[config.mk]
export PLATFORM = sky130hd
export DESIGN_NAME = lsu_mem_arbiter
export DESIGN_NICKNAME = d
export VERILOG_FILES = /design/src/rtl/lsu_pkg.sv /design/src/rtl/lsu_rr_arbiter.sv /design/src/rtl/lsu_mem_arbiter.sv
export SDC_FILE = /design/constraint.sdc
export NUM_CORES = 1
export LEC_CHECK = 0
export BUFFER_PORTS_ARGS = -buffer_cell sky130_fd_sc_hd__buf_2
export CORE_ASPECT_RATIO = 0.8
export CORE_UTILIZATION = 49
export CTS_CLUSTER_DIAMETER = 120
export CTS_CLUSTER_SIZE = 16
export DETAILED_ROUTE_END_ITERATION = 6
export MAX_ROUTING_LAYER = met4
export PLACE_DENSITY = 0.82
export RECOVER_POWER = 25
export SLEW_MARGIN = 10
export SYNTH_ARGS = -nofsm -noshare
export SYNTH_HDL_FRONTEND = slang
export SYNTH_SLANG_ARGS = --single-unit
[constraint.sdc]
create_clock -name clk -period 2.6 [get_ports clk]
set_input_delay 0.13 -clock clk [delete_from_list [all_inputs] [get_ports clk]]
set_output_delay 0.13 -clock clk [all_outputs]
set_load 0.01 [all_outputs]
[src/rtl/lsu_pkg.sv]
// Purpose: shared types, constants and byte-lane helpers for the LSU memory
//          arbiter (access size, FSM state, byte enables, store replication,
//          misalignment test and load-data extraction/extension).
package lsu_pkg;

  typedef enum logic [1:0] {
    SZ_B = 2'd0,
    SZ_H = 2'd1,
    SZ_W = 2'd2
  } lsu_size_e;

  typedef enum logic [1:0] {
    IDLE,
    ISSUE,
    WAIT_R,
    RESP
  } lsu_state_e;

  localparam logic [6:0] OP_LOAD = 7'b0000011;

  // Raw size code 3 is not a legal encoding; it behaves as a word access.
  function automatic lsu_size_e lsu_size(input logic [1:0] raw);
    lsu_size_e s;
    case (raw)
      2'd0:    s = SZ_B;
      2'd1:    s = SZ_H;
      default: s = SZ_W;
    endcase
    return s;
  endfunction

  function automatic logic [3:0] lsu_be(input lsu_size_e size, input logic [1:0] a);
    logic [3:0] be;
    case (size)
      SZ_B:    be = 4'b0001 << a;
      SZ_H:    be = 4'b0011 << {a[1], 1'b0};
      default: be = 4'b1111;
    endcase
    return be;
  endfunction

  function automatic logic lsu_misaligned(input lsu_size_e size, input logic [1:0] a);
    logic mis;
    case (size)
      SZ_B:    mis = 1'b0;
      SZ_H:    mis = a[0];
      default: mis = |a;
    endcase
    return mis;
  endfunction

  // Replicate the LSB-justified store data into every lane it could occupy,
  // so the byte enables alone pick the written bytes.
  function automatic logic [31:0] lsu_wdata(input lsu_size_e size, input logic [31:0] d);
    logic [31:0] w;
    case (size)
      SZ_B:    w = {4{d[7:0]}};
      SZ_H:    w = {2{d[15:0]}};
      default: w = d;
    endcase
    return w;
  endfunction

  function automatic logic [31:0] lsu_extract(input lsu_size_e size, input logic zext,
                                              input logic [1:0] a, input logic [31:0] w);
    logic [7:0]  b;
    logic [15:0] h;
    logic [31:0] r;
    case (a)
      2'd0:    b = w[7:0];
      2'd1:    b = w[15:8];
      2'd2:    b = w[23:16];
      default: b = w[31:24];
    endcase
    h = a[1] ? w[31:16] : w[15:0];
    case (size)
      SZ_B:    r = zext ? {24'b0, b} : {{24{b[7]}}, b};
      SZ_H:    r = zext ? {16'b0, h} : {{16{h[15]}}, h};
      default: r = w;
    endcase
    return r;
  endfunction

endpackage

[src/rtl/lsu_rr_arbiter.sv]
// Purpose: round-robin arbiter with internal pointer.
// Ports:
//   clk, rst_n  clock, asynchronous active-low reset (pointer -> 0)
//   i_req       request vector
//   i_advance   a grant was taken this cycle; pointer moves past the winner
//   o_gnt       one-hot grant: first requester at or after the pointer
//   o_idx       index of the granted requester (0 when none)
module lsu_rr_arbiter #(
  parameter  int unsigned N  = 2,
  localparam int unsigned IW = (N > 1) ? $clog2(N) : 1
) (
  input  logic          clk,
  input  logic          rst_n,
  input  logic [N-1:0]  i_req,
  input  logic          i_advance,
  output logic [N-1:0]  o_gnt,
  output logic [IW-1:0] o_idx
);

  logic [IW-1:0]  r_ptr;
  logic [2*N-1:0] w_dbl;
  logic [2*N-1:0] w_sh;
  logic [N-1:0]   w_rot;
  logic [IW:0]    w_sum;
  logic           w_found;
  logic [IW-1:0]  w_idx;

  // Rotate the request vector so the pointer position sits at bit 0; the
  // first set bit then gives the distance from the pointer to the winner.
  always_comb begin
    w_dbl   = {i_req, i_req};
    w_sh    = w_dbl >> r_ptr;
    w_rot   = w_sh[N-1:0];
    w_found = 1'b0;
    w_sum   = '0;
    for (int unsigned k = 0; k < N; k++) begin
      if (!w_found && w_rot[k]) begin
        w_found = 1'b1;
        w_sum   = {1'b0, r_ptr} + (IW+1)'(k);
      end
    end
    w_idx = (w_sum >= (IW+1)'(N)) ? IW'(w_sum - (IW+1)'(N)) : w_sum[IW-1:0];
    o_gnt = '0;
    for (int unsigned c = 0; c < N; c++) begin
      o_gnt[c] = w_found && (w_idx == IW'(c));
    end
  end

  assign o_idx = w_idx;

  always_ff @(posedge clk or negedge rst_n) begin
    if (!rst_n) begin
      r_ptr <= '0;
    end else if (i_advance && w_found) begin
      r_ptr <= (w_idx == IW'(N - 1)) ? '0 : w_idx + 1'b1;
    end
  end

endmodule

[src/rtl/lsu_mem_arbiter.sv]
// Purpose: shares one data-memory port between NLANES LSU lanes. Round-robin
//          accepts one op at a time, issues it with byte enables and replicated
//          store data, extracts/extends load data and pulses a per-lane response.
// Ports:
//   clk, rst_n                  clock, asynchronous active-low reset
//   req_valid/req_ready         per-lane handshake (ready is one-hot, IDLE only)
//   req_is_load, req_zero_ext   op kind and load extension
//   req_size, req_rd            access size code and load destination
//   req_addr, req_wdata         byte address and LSB-justified store data
//   resp_valid/rd/data/err      one-cycle completion to the owning lane
//   mem_req/we/addr/be/wdata    memory request, held until mem_gnt
//   mem_gnt, mem_rvalid, mem_rdata  memory accept and read return
module lsu_mem_arbiter
  import lsu_pkg::*;
#(
  parameter int unsigned NLANES = 2,
  parameter int unsigned ADDR_W = 32
) (
  input  logic                   clk,
  input  logic                   rst_n,
  input  logic [NLANES-1:0]      req_valid,
  output logic [NLANES-1:0]      req_ready,
  input  logic [NLANES-1:0]      req_is_load,
  input  logic [NLANES-1:0]      req_zero_ext,
  input  logic [2*NLANES-1:0]    req_size,
  input  logic [5*NLANES-1:0]    req_rd,
  input  logic [ADDR_W*NLANES-1:0] req_addr,
  input  logic [32*NLANES-1:0]   req_wdata,
  output logic [NLANES-1:0]      resp_valid,
  output logic [4:0]             resp_rd,
  output logic [31:0]            resp_data,
  output logic                   resp_err,
  output logic                   mem_req,
  output logic                   mem_we,
  output logic [ADDR_W-1:0]      mem_addr,
  output logic [3:0]             mem_be,
  output logic [31:0]            mem_wdata,
  input  logic                   mem_gnt,
  input  logic                   mem_rvalid,
  input  logic [31:0]            mem_rdata
);

  localparam int unsigned IW = (NLANES > 1) ? $clog2(NLANES) : 1;

  lsu_state_e r_state, w_state_nxt;

  logic [NLANES-1:0] w_gnt;
  logic [IW-1:0]     w_idx;
  logic              w_accept;

  logic              w_sel_load;
  logic              w_sel_zext;
  lsu_size_e         w_sel_size;
  logic [4:0]        w_sel_rd;
  logic [ADDR_W-1:0] w_sel_addr;
  logic [31:0]       w_sel_wdata;
  logic              w_sel_mis;

  logic [IW-1:0]     r_owner;
  logic              r_is_load;
  logic              r_zext;
  lsu_size_e         r_size;
  logic [4:0]        r_rd;
  logic              r_err;
  logic [ADDR_W-1:0] r_addr;
  logic [1:0]        r_boff;
  logic [3:0]        r_be;
  logic [31:0]       r_wdata;
  logic [31:0]       r_rdata;

  lsu_rr_arbiter #(
    .N (NLANES)
  ) u_rr (
    .clk       (clk),
    .rst_n     (rst_n),
    .i_req     (req_valid),
    .i_advance (w_accept),
    .o_gnt     (w_gnt),
    .o_idx     (w_idx)
  );

  assign w_accept = (r_state == IDLE) && (|w_gnt);

  assign w_sel_load  = req_is_load[w_idx];
  assign w_sel_zext  = req_zero_ext[w_idx];
  assign w_sel_size  = lsu_size(req_size[2*w_idx +: 2]);
  assign w_sel_rd    = req_rd[5*w_idx +: 5];
  assign w_sel_addr  = req_addr[ADDR_W*w_idx +: ADDR_W];
  assign w_sel_wdata = req_wdata[32*w_idx +: 32];
  assign w_sel_mis   = lsu_misaligned(w_sel_size, w_sel_addr[1:0]);

  always_ff @(posedge clk or negedge rst_n) begin
    if (!rst_n) begin
      r_state <= IDLE;
    end else begin
      r_state <= w_state_nxt;
    end
  end

  // Outputs are decoded from the state and gated to zero elsewhere, so an
  // asynchronous reset clears them without waiting for a clock edge. The
  // ready path is combinational from req_valid, hence the extra rst_n gate.
  always_comb begin
    w_state_nxt = r_state;
    req_ready   = '0;
    mem_req     = 1'b0;
    mem_we      = 1'b0;
    mem_addr    = '0;
    mem_be      = '0;
    mem_wdata   = '0;
    resp_valid  = '0;
    resp_rd     = '0;
    resp_data   = '0;
    resp_err    = 1'b0;
    case (r_state)
      IDLE: begin
        if (rst_n) begin
          req_ready = w_gnt;
        end
        if (w_accept) begin
          w_state_nxt = w_sel_mis ? RESP : ISSUE;
        end
      end
      ISSUE: begin
        mem_req   = 1'b1;
        mem_we    = ~r_is_load;
        mem_addr  = r_addr;
        mem_be    = r_be;
        mem_wdata = r_wdata;
        if (mem_gnt) begin
          w_state_nxt = r_is_load ? WAIT_R : RESP;
        end
      end
      WAIT_R: begin
        if (mem_rvalid) begin
          w_state_nxt = RESP;
        end
      end
      RESP: begin
        resp_valid  = NLANES'(1) << r_owner;
        resp_rd     = r_rd;
        resp_data   = r_rdata;
        resp_err    = r_err;
        w_state_nxt = IDLE;
      end
      default: w_state_nxt = IDLE;
    endcase
  end

  always_ff @(posedge clk or negedge rst_n) begin
    if (!rst_n) begin
      r_owner   <= '0;
      r_is_load <= 1'b0;
      r_zext    <= 1'b0;
      r_size    <= SZ_B;
      r_rd      <= '0;
      r_err     <= 1'b0;
      r_addr    <= '0;
      r_boff    <= '0;
      r_be      <= '0;
      r_wdata   <= '0;
      r_rdata   <= '0;
    end else if (w_accept) begin
      r_owner   <= w_idx;
      r_is_load <= w_sel_load;
      r_zext    <= w_sel_zext;
      r_size    <= w_sel_size;
      r_rd      <= w_sel_load ? w_sel_rd : '0;
      r_err     <= w_sel_mis;
      r_addr    <= {w_sel_addr[ADDR_W-1:2], 2'b00};
      r_boff    <= w_sel_addr[1:0];
      r_be      <= lsu_be(w_sel_size, w_sel_addr[1:0]);
      r_wdata   <= w_sel_load ? '0 : lsu_wdata(w_sel_size, w_sel_wdata);
      r_rdata   <= '0;
    end else if (r_state == WAIT_R && mem_rvalid) begin
      r_rdata   <= lsu_extract(r_size, r_zext, r_boff, mem_rdata);
    end
  end

endmodule
==> results of run 1 <==
-- final timing paths --
kind	end	cells after the start
worst min-delay path	r_rd[3]	3
worst max register to register	r_addr[16]	7
max in group asynchronous	r_rdata[14]	3
worst max-delay path	r_addr[16]	7
worst min register to register	r_rd[0]	2
min in group asynchronous	r_addr[7]	2
-- cell families after synthesis --
| group | after synthesis |
|---|---|
| fa+ha+maj | 4 |
| simple gates | 352 |
| buf+inv | 92 |
| compound gates | 182 |
| flops | 114 |
| other cells | 1 |
| mux | 61 |
-- registers in the layout, indices dropped and copies added, names as in the netlist --
register,count
r_err,1
u_rr.r_ptr,1
r_boff,2
r_owner,1
r_wdata,32
r_state,2
r_size,2
r_zext,1
r_rd,5
r_rdata,32
r_is_load,1
r_be,4
r_addr,30
-- metrics by stage --
step                      total power [mW]  cell area (um^2)  cells  hold slack, ps
after floorplan                       5.56              7030    807            -166
after global placement                6.91              8600   1226            65.2
after detailed placement              7.03              8600   1226            63.0
after CTS                             10.1              9960   1327            2.27
after global routing                  10.8              9960   1331            7.43
final                                 10.2              9960   1331            15.7
-- layout by cell type (no fill, tap or decap), types with 2 or more instances in the layout --
cell | synthesis | routed
buf_2 | 20 | 292
nand2_1 | 125 | 124
dfrtp_1 | 114 | 114
and2_1 | 108 | 108
dlygate4sd3_1 | 0 | 70
nor2_1 | 58 | 57
mux2i_1 | 52 | 52
a31oi_1 | 35 | 35
nor3b_1 | 32 | 32
o21ai_0 | 31 | 31
a21oi_1 | 26 | 26
buf_4 | 2 | 20
inv_1 | 17 | 17
a211oi_1 | 17 | 17
clkbuf_16 | 0 | 17
o41ai_1 | 16 | 16
a221oi_1 | 10 | 10
a221o_2 | 10 | 10
nand3_1 | 9 | 9
a32o_1 | 8 | 8
mux2_2 | 8 | 8
a221o_1 | 7 | 7
and3_1 | 6 | 6
a31o_2 | 6 | 6
bufinv_16 | 0 | 5
diode_2 | 0 | 4
clkbuf_8 | 0 | 4
nor2b_1 | 3 | 3
nand2b_1 | 3 | 3
o22ai_1 | 3 | 3
ha_1 | 4 | 3
a21boi_0 | 2 | 2
o211ai_1 | 2 | 2
nand3b_1 | 2 | 2
conb_1 | 1 | 2
clkinv_2 | 0 | 2
-- final cells by class --
| cell class | count | area share |
|---|---|---|
| antenna | 4 | 0.00100 |
| clock buffer | 22 | 0.0486 |
| clock inverter | 9 | 0.0177 |
| inverter | 17 | 0.00641 |
| multi-input combinational | 601 | 0.382 |
| sequential | 114 | 0.286 |
| tap | 180 | 0.0226 |
| timing repair buffer | 384 | 0.235 |
-- metal layers --
| metal | share of wire | wire length [um] |
|---|---|---|
| met1 | 0.40 | 9940 |
| met2 | 0.48 | 12100 |
| met3 | 0.088 | 2210 |
| met4 | 0.033 | 829 |
| met5 | 0 | 0 |
-- power by group through the flow --
stage               registers (mW)  clock network (mW)  logic (mW)
global route                  3.04                2.70        5.03
floorplan                     2.79                   0        2.77
global placement              2.95                   0        3.96
detailed placement            2.96                   0        4.06
CTS                           2.95                2.61        4.52
finish                        2.98                2.61        4.60
-- critical path, cell delays in order (launching register included) --
cell and delay, ps:
dfrtp_1 410, inv_1 130, ha_1 190, o21a_2 190
buf_4 410, nor2_1 90, a31oi_1 160, dlygate4sd3_1 580
==> metrics.md, run 1 <==
| Metric | Value |
|---|---|
| Status | `completed` |
| Synthesized area per cell | `8.72 um^2` |
| Worst-path clk slew | `roughly 60 ps` |
| # rows | `38` |
| Worst rel slew slack | `0.105` |
| Critical Path Source Type | `register` |
| Remaining routing DRC violations | `0` |
| H-Tree Depth | `4` |
| Initial core utilization | `0.510` |
| Synth Warn # | `0` |
| CTS root buf | `clkbuf_16` |
| Crit. End Element | `register` |
| Post-CTS resize count | `0` |
| Clock Tree Buf Depth | `2` |
| Final nets | `about 1300` |
| Clock power frac | `0.256` |
| Final Max Tran Viols | `0` |
| Hold crit path type | `in2reg` |
| Ratio of final minimum period to clock period | `0.858` |
| Highest Clock Rate | `roughly 450 MHz` |
| Worst-margin pin slew | `roughly 1300 ps` |
| Mapped cell area | `about 7000 um^2` |
| Number of buffers created by CTS | `17` |
| Clock skew | `about 12 ps` |
| Final TNS setup | `0 ps` |
| Setup Buffers After CTS | `0` |
| Drt total wl | `about 25000 um` |
| Most frequent cell after synthesis | `nand2_1` |
| Top cells by count, synth | `nand2_1, dfrtp_1, and2_1` |
| Post-synthesis sequential area ratio | `0.406` |
| GR peak layer | `met2` |
| LEAKAGE | `approximately 5 nW` |
| RSZ-0062 raised after global routing | `no` |
| Routed vias | `just under 8000` |
| Grt total ovfl | `0` |
| Vias in the first global route | `just over 7000` |
| Buffers on Ports | `293` |
| Reg-to-reg startpoint | `r_state[0]` |
| Synth area leader | `dfrtp_1` |
| Setup-failing EPs final | `0` |
| CTS tree | `done` |
| Post-Synth Adder-Cell Area | `0.00712` |
| Layout cells sized above 1 | `0.330` |
| Complex-gate fraction of the synthesized area | `0.186` |
| Full die area | `~15000 um^2` |
| P_int | `about 6.4 mW` |
| Height of the die | `109 um` |
| Final setup margin | `368 ps` |
| Min-delay src | `req_rd[8]` |
| Simple-Gate Fraction of Synth Area | `0.254` |
| Hpwl dp | `between 15000 and 20000 um` |
| Final hold vios | `0` |
| Peak VDD IR | `approximately 620 uV` |
| Crit Path Class | `reg2reg` |
| 1st-iter DRT viols | `609` |
| Largest net degree at the start of global routing | `96` |
| Mux share of post-synthesis cell area | `0.0901` |
| Mapped Cells | `between 800 and 900` |
| Met3 Use GR | `0.0841` |
| Wire length per cell | `~19 um` |
| Vias per cell | `~5.8` |
| Most used DFF post-synth | `dfrtp_1` |
| FFs w/ async S/R, synth | `1.00` |
| CTS Sinks | `approximately 110` |
| Final Util | `0.722` |
| CP required | `roughly 3000 ps` |
| Largest family of logic cells by synthesized area | `simple AND/OR/NAND/NOR gates` |
| Sequential Power Share | `0.292` |
| First-pass GRT wire length | `between 30000 and 40000 um` |
| NetSw | `around 3.8 mW` |
| MaxCap Viol Count | `0` |
| Met1 global-route usage | `0.420` |
| I/O pin cnt | `between 200 and 300` |
| Core area | `13800 um^2` |
| RePlAce Congestion | `0.932` |
| Pwr dens | `around 1000 nW/um^2` |
| Setup WS pre-CTS | `about 420 ps` |
| Xor and xnor area share after synthesis | `0` |
| # fillers | `around 1000` |
| CP arrival | `about 2600 ps` |
| Pre-antenna DRT Iters | `5` |
| Flop2flop setup slack | `roughly 370 ps` |
| Storage cell area | `between 2000 and 3000 um^2` |
| Top cell type's share of synthesized area | `0.406` |
| Multi-input logic area | `around 3800 um^2` |
| Max FO, Critical Path | `between 40 and 50` |
| Area grow syn2layout | `41.7%` |
| Die width | `136 um` |
| Net Sw Frac | `0.371` |
| Most area-consuming cells after synthesis | `dfrtp_1, and2_1, mux2i_1` |
| Post-synth EDFFs | `0` |
| Synth unique cells | `about 50` |
| Antenna viol nets, final | `0` |
| Initial antenna violation count | `4` |
| Clock Latency Late Sink | `between 400 and 500 ps` |
| Crit path time final | `2230 ps` |
| Yosys reg bits | `about 110` |
| CTS Hold Bufs | `70` |
| Total GRT Usage | `0.347` |
| Met2 usage | `0.557` |
| Crit path launch | `r_state[0]` |
| Combinational share of power | `0.452` |
Note: power is estimated with default switching activity, not from simulation.
==> inputs of run 2 (changes only) <==
--- a/config.mk
+++ b/config.mk
@@ -6,13 +6,16 @@
 export NUM_CORES = 1
 export LEC_CHECK = 0
 export BUFFER_PORTS_ARGS = -buffer_cell sky130_fd_sc_hd__buf_2
+export CELL_PAD_IN_SITES_DETAIL_PLACEMENT = 0
+export CELL_PAD_IN_SITES_GLOBAL_PLACEMENT = 1
 export CORE_ASPECT_RATIO = 0.8
-export CORE_UTILIZATION = 49
+export CORE_UTILIZATION = 35
+export CTS_BUF_LIST = sky130_fd_sc_hd__clkbuf_8 sky130_fd_sc_hd__clkbuf_16
 export CTS_CLUSTER_DIAMETER = 120
-export CTS_CLUSTER_SIZE = 16
+export CTS_CLUSTER_SIZE = 20
 export DETAILED_ROUTE_END_ITERATION = 6
 export MAX_ROUTING_LAYER = met4
-export PLACE_DENSITY = 0.82
+export PLACE_DENSITY_LB_ADDON = 0.1
 export RECOVER_POWER = 25
 export SLEW_MARGIN = 10
 export SYNTH_ARGS = -nofsm -noshare
==> run 2 against run 1 <==
Sequential share of layout area decreased by 0.61 points. Maximum frequency decreased by 5.5%. Routed wire length increased by 1.8%. Design area increased by 2.2%. Global-route usage decreased by 9.1 points. First-iteration DRC count decreased by 15%. Combinational power about the same. Clock power decreased by 6%. Clock skew decreased by 3.2 ps. Sequential cell count unchanged. Via count decreased by 5.1%. Largest cell class unchanged. Largest power group unchanged. Highest routed layer unchanged.
==> metrics.md, run 2 (synthesized netlist as in run 1, its figures left out) <==
| Metric | Value |
|---|---|
| Layout cells sized above 1 | `0.332 (+0.00263)` |
| H-Tree Depth | `4 (unchanged)` |
| Hold crit path type | `in2reg` |
| Clock skew | `9.01 ps (-3.19 ps)` |
| Clock Latency Late Sink | `420 ps (about the same)` |
| Status | `completed` |
| Pwr dens | `980 nW/um^2 (-4.2%)` |
| Worst-path clk slew | `60 ps (about the same)` |
| Critical Path Source Type | `register` |
| Finished Layout Cells | `1427 (+7.2%)` |
| Slowest CP cell | `dlygate4sd3_1` |
| Post-route cell area | `10200 um^2 (+2.2%)` |
| CP required | `2880 ps (-70 ps)` |
| Hpwl dp | `17900 um (+7.3%)` |
| Pre-antenna DRT Iters | `5 (unchanged)` |
| Worst rel slew slack | `0.147 (+0.0420)` |
| Drt total wl | `25600 um (+1.8%)` |
| Vias in the first global route | `7038 (-3.0%)` |
| Total GRT Usage | `0.256 (-0.0915)` |
| Area grow syn2layout | `44.8%` |
| LEAKAGE | `5.07 nW (+0.86%)` |
| Full die area | `20700 um^2 (+39%)` |
| Final TNS setup | `0 ps (unchanged)` |
| CTS Sinks | `114 (unchanged)` |
| Antenna viol nets, final | `0 (unchanged)` |
| Die width | `160 um (+18%)` |
| Worst-margin pin slew | `1280 ps (-63.0 ps)` |
| Buffers on Ports | `293 (unchanged)` |
| Initial antenna violation count | `3 (-1)` |
| Placed Cells | `1310 (+6.9%)` |
| 1st-iter DRT viols | `516 (-15%)` |
| Height of the die | `129 um (+18%)` |
| CP arrival | `2640 ps (+60 ps)` |
| First-pass GRT wire length | `39500 um (+4.0%)` |
| Initial core utilization | `0.364 (-0.146)` |
| Remaining routing DRC violations | `0 (unchanged)` |
| CTS root buf | `clkbuf_16` |
| Grt total ovfl | `0 (unchanged)` |
| MaxCap Viol Count | `0 (unchanged)` |
| Leading registers by flop count | `r_rdata (32), r_wdata (32), r_addr (30)` |
| Peak VDD IR | `489 uV (-22%)` |
| Crit. End Element | `register` |
| Setup Buffers After CTS | `0 (unchanged)` |
| RSZ-0062 raised after global routing | `no` |
| Setup-failing EPs final | `0 (unchanged)` |
| Largest net degree at the start of global routing | `88 (-8.3%)` |
| Most frequent cells in the layout | `buf_2, nand2_1, dfrtp_1` |
| Final hold vios | `0 (unchanged)` |
| Most common cell after layout, fill and taps aside | `buf_2` |
| Clock Tree Buf Depth | `2 (unchanged)` |
| Largest stage delay, worst path | `560 ps (-20 ps)` |
| Routed vias | `7362 (-5.1%)` |
| Final Max Tran Viols | `0 (unchanged)` |
| Max FO, Critical Path | `16 (-66%)` |
| Placed cell area | `8740 um^2 (+1.7%)` |
| RePlAce Congestion | `0.846 (-9.3%)` |
| Final nets | `1340 (+1.3%)` |
| CTS tree | `done` |
| I/O pin cnt | `296 (unchanged)` |
| Crit path time final | `2360 ps (+131 ps)` |
| Number of buffers created by CTS | `17 (unchanged)` |
| Core area | `19300 um^2 (+40%)` |
| Vias per cell | `5.16 (-12%)` |
| Highest Clock Rate | `423 MHz (-5.5%)` |
| Ratio of final minimum period to clock period | `0.909 (+0.0503)` |
| Wire length per cell | `17.9 um (-5.0%)` |
| Cell breakdown of the critical path | `nand2b_1, nand2_2, buf_4, mux2i_1, dlygate4sd3_1, o21ai_0` |
| Crit Path Class | `reg2reg` |
| # rows | `45 (+18%)` |
[run 2: cell count changes in the layout (fill, tap and decap cells not counted), sizes merged]
cell	before	now
buf	313	319
bufinv	5	3
clkbuf	23	19
clkinv	3	2
clkinvlp	1	5
dlygate4sd3	70	81
inv	17	21
[run 2: final cells by class]
class                   instances  area [um^2]
diodes                          4         10.0
clock buffers                  18          439
clock inverters                14          176
fillers                      1915         9140
inverters                      17         63.8
multi-input cells             601         3820
flip-flops and latches        114         2850
well taps                     258          323
repair buffers                401         2490
[run 2: layer usage]
layer | wire, um | vias to the layer above | track usage
met4 | 361 | 0 | 0.0611
met1 | 12300 | 3503 | 0.354
met5 | 0 | - | -
met2 | 11000 | 296 | 0.366
li1 | - | 3537 | -
met3 | 1930 | 26 | 0.0716
[run 2: worst paths after layout]
| path | startpoint | endpoint | slack [ps] | cells after the start |
|---|---|---|---|---|
| min in group asynchronous | rst_n | r_size[1] | 210 | 2 |
| max in group asynchronous | rst_n | u_rr.r_ptr | 730 | 3 |
| setup / recovery | u_rr.r_ptr | r_rd[4] | 240 | 6 |
| hold / removal | req_rd[6] | r_rd[1] | 10 | 3 |
| hold reg to reg | r_wdata[10] | r_wdata[10] | 460 | 2 |
| setup reg to reg | u_rr.r_ptr | r_rd[4] | 240 | 6 |
[run 2: metrics by stage]
step                      power (mW)  worst slack, ps  utilization  hold slack (ps)
after global placement          7.08              348        0.453              118
final                           9.97              237        0.527             10.3
after global routing            10.7             70.7        0.527             9.10
after CTS                       10.0             25.4        0.527            0.448
after floorplan                 5.56              591            -             -166
after detailed placement        7.12              321        0.453              122
[run 2: critical path, delay by kind of cell, from the launching register on]
| kind | cells | cell delay (ps) |
|---|---|---|
| AND/OR/NAND/NOR | 2 | 670 |
| multiplexers | 1 | 210 |
| AO/OA/AOI/OAI | 1 | 60 |
| buffers and inverters | 2 | 880 |
| flip-flops | 1 | 400 |
[run 2: report_power, final]
group | total (mW) | leakage (nW) | switching [mW] | internal [mW]
combinational | 4.57 | 3.37 | 2.46 | 2.11
sequential | 2.94 | 1.42 | 0.421 | 2.52
clock | 2.46 | 0.286 | 0.922 | 1.54
[run 2: timing repair]
action | CTS | global route
hold buffers | 81 | 0
resized for setup | 0 | 2
hold endpoints to repair | 75 | 0
setup endpoints to repair | 0 | 20
==> inputs of run 3 (changes only) <==
--- a/config.mk
+++ b/config.mk
@@ -9,8 +9,8 @@
 export CELL_PAD_IN_SITES_DETAIL_PLACEMENT = 0
 export CELL_PAD_IN_SITES_GLOBAL_PLACEMENT = 1
 export CORE_ASPECT_RATIO = 0.8
-export CORE_UTILIZATION = 35
-export CTS_BUF_LIST = sky130_fd_sc_hd__clkbuf_8 sky130_fd_sc_hd__clkbuf_16
+export CORE_UTILIZATION = 36
+export CTS_BUF_LIST = sky130_fd_sc_hd__clkbuf_8
 export CTS_CLUSTER_DIAMETER = 120
 export CTS_CLUSTER_SIZE = 20
 export DETAILED_ROUTE_END_ITERATION = 6
==> run 3 against run 2 <==
Largest cell class unchanged. Die area decreased by 2.7%. Largest power group unchanged. Maximum frequency decreased by 2.1%. Critical path depth unchanged.
==> metrics.md, run 3 (synthesized netlist as in run 1, its figures left out) <==
| Metric | Value |
|---|---|
| Worst rel slew slack | `0.329 (+0.182)` |
| Most frequent cells in the layout | `buf_2, nand2_1, dfrtp_1` |
| Core area | `19000 um^2 (-1.5%)` |
| Net Sw Frac | `0.382 (about the same)` |
| Remaining routing DRC violations | `0 (unchanged)` |
| Grt total ovfl | `0 (unchanged)` |
| Vias per cell | `5.16 (about the same)` |
| Cell breakdown of the critical path | `inv_1, ha_1, o21a_2, buf_12, and3_1, buf_2` |
| H-Tree Depth | `4 (unchanged)` |
| Final hold vios | `0 (unchanged)` |
| Clock Latency Late Sink | `450 ps (+30 ps)` |
| Buffers on Ports | `293 (unchanged)` |
| Most common cell after layout, fill and taps aside | `buf_2` |
| Highest Clock Rate | `414 MHz (-2.1%)` |
| RePlAce Congestion | `0.851 (+0.67%)` |
| Full die area | `20100 um^2 (-2.7%)` |
| Routed vias | `7388 (+0.35%)` |
| Number of buffers created by CTS | `17 (unchanged)` |
| Combinational share of power | `0.486 (+0.028)` |
| Ratio of final minimum period to clock period | `0.928 (+0.0194)` |
| Flop2flop setup slack | `200 ps (-40 ps)` |
| Clock skew | `12.1 ps (+3.11 ps)` |
| Clock power frac | `0.206 (-0.041)` |
| I/O pin cnt | `296 (unchanged)` |
| # rows | `45 (unchanged)` |
| Layout cells sized above 1 | `0.324 (-0.00796)` |
| Worst-path clk slew | `70 ps (about the same)` |
| Pre-antenna DRT Iters | `5 (unchanged)` |
| MaxCap Viol Count | `0 (unchanged)` |
| First-pass GRT wire length | `38900 um (-1.6%)` |
| Final Max Tran Viols | `0 (unchanged)` |
| Die width | `158 um (-1.4%)` |
| Post-route cell area | `10100 um^2 (-0.68%)` |
| Finished Layout Cells | `1433 (+0.42%)` |
| Worst-margin pin slew | `1010 ps (-273 ps)` |
| Hold crit path type | `in2reg` |
| Status | `completed` |
| Area grow syn2layout | `43.8%` |
| Clock Tree Buf Depth | `2 (unchanged)` |
| Crit path time final | `2410 ps (+50.5 ps)` |
| Setup-failing EPs final | `0 (unchanged)` |
| Leading registers by flop count | `r_rdata (32), r_wdata (32), r_addr (30)` |
| Crit Path Class | `reg2out` |
| Largest net degree at the start of global routing | `81 (-8.0%)` |
| CP arrival | `2280 ps (-360 ps)` |
| Critical Path Source Type | `register` |
| CTS tree | `done` |
| Total GRT Usage | `0.258 (+0.00222)` |
| RSZ-0062 raised after global routing | `no` |
| Crit. End Element | `primary output` |
| NetSw | `3.66 mW (-3.9%)` |
| Pwr dens | `948 nW/um^2 (-3.3%)` |
| Final TNS setup | `0 ps (unchanged)` |
| Wire length per cell | `17.5 um (-2.5%)` |
| Initial core utilization | `0.369 (+0.00538)` |
| Sequential Power Share | `0.308 (+0.013)` |
| CTS Sinks | `114 (unchanged)` |
| LEAKAGE | `5.04 nW (-0.56%)` |
| Initial antenna violation count | `4 (+1)` |
| CP required | `2470 ps (-410 ps)` |
| Vias in the first global route | `7364 (+4.6%)` |
| Max FO, Critical Path | `80 (+64)` |
| # fillers | `1889 (-1.4%)` |
| Height of the die | `127 um (-1.4%)` |
| Placed cell area | `8730 um^2 (-0.11%)` |
| Hpwl dp | `17300 um (-3.2%)` |
| Largest stage delay, worst path | `410 ps (-150 ps)` |
| Final nets | `1348 (+0.60%)` |
| Placed Cells | `1307 (-0.23%)` |
| Hold slack | `28.6 ps (+18.3 ps)` |
| Drt total wl | `25100 um (-2.0%)` |
| Final Util | `0.531 (+0.00418)` |
| Peak VDD IR | `338 uV (-31%)` |
| P_int | `5.92 mW (-3.9%)` |
| CTS root buf | `clkbuf_8` |
| Slowest CP cell | `dfrtp_1` |
| Antenna viol nets, final | `0 (unchanged)` |
| 1st-iter DRT viols | `543 (+5.2%)` |
| Setup Buffers After CTS | `0 (unchanged)` |
run 3: layout make-up:
class / instances / area (um^2) / area share
antenna: 3 / 7.51 / 0.000743
clock buffer: 20 / 275 / 0.0272
clock inverter: 11 / 184 / 0.0182
sequential: 114 / 2850 / 0.282
inverter: 17 / 63.8 / 0.00631
timing repair buffer: 409 / 2590 / 0.256
multi-input combinational: 601 / 3810 / 0.377
tap: 258 / 323 / 0.0319
run 3: final timing paths:
kind / start / end / depth (start not counted)
setup / recovery: r_state[0] / req_ready[0] / 6
hold / removal: req_wdata[34] / r_wdata[2] / 3
setup reg to reg: r_state[0] / r_addr[8] / 7
hold reg to reg: r_wdata[27] / r_wdata[27] / 2
max in group asynchronous: rst_n / r_wdata[21] / 3
min in group asynchronous: rst_n / r_zext / 2
run 3: power by group through the flow:
| stage | sequential, mW | combinational (mW) | clock, mW |
|---|---|---|---|
| after detailed placement | 2.97 | 4.12 | 0 |
| after global routing | 3.03 | 5.17 | 2.08 |
| after global placement | 2.95 | 4.10 | 0 |
| after floorplan | 2.79 | 2.77 | 0 |
| after CTS | 2.94 | 4.67 | 2.01 |
| final | 2.95 | 4.65 | 1.98 |
run 3: routing by layer:
metal / up-vias / wire, um / global-route usage
met1: 3509 / 11600 / 0.339
met5: - / 0 / -
met3: 26 / 1840 / 0.0563
met4: 0 / 387 / 0.0667
met2: 305 / 11200 / 0.401
li1: 3548 / - / -
run 3: what timing repair did:
item                                   CTS  global route
setup endpoints to repair                0             7
endpoints found under the hold margin  130             0
hold buffers                            92             0
resized for setup                        0             1
run 3: worst max-delay path: cells and delay by family, from the launching register on:
family          cells  cell delay [ps]
compound gates      1              250
fa+ha+maj           1              400
buf+inv             3              540
flops               1              410
simple gates        1              190
run 3: through the flow:
step | setup slack (ps) | total power [mW]
global placement | 476 | 7.06
floorplan | 591 | 5.56
global route | 34.8 | 10.3
finish | 187 | 9.58
detailed placement | 412 | 7.08
CTS | 121 | 9.62
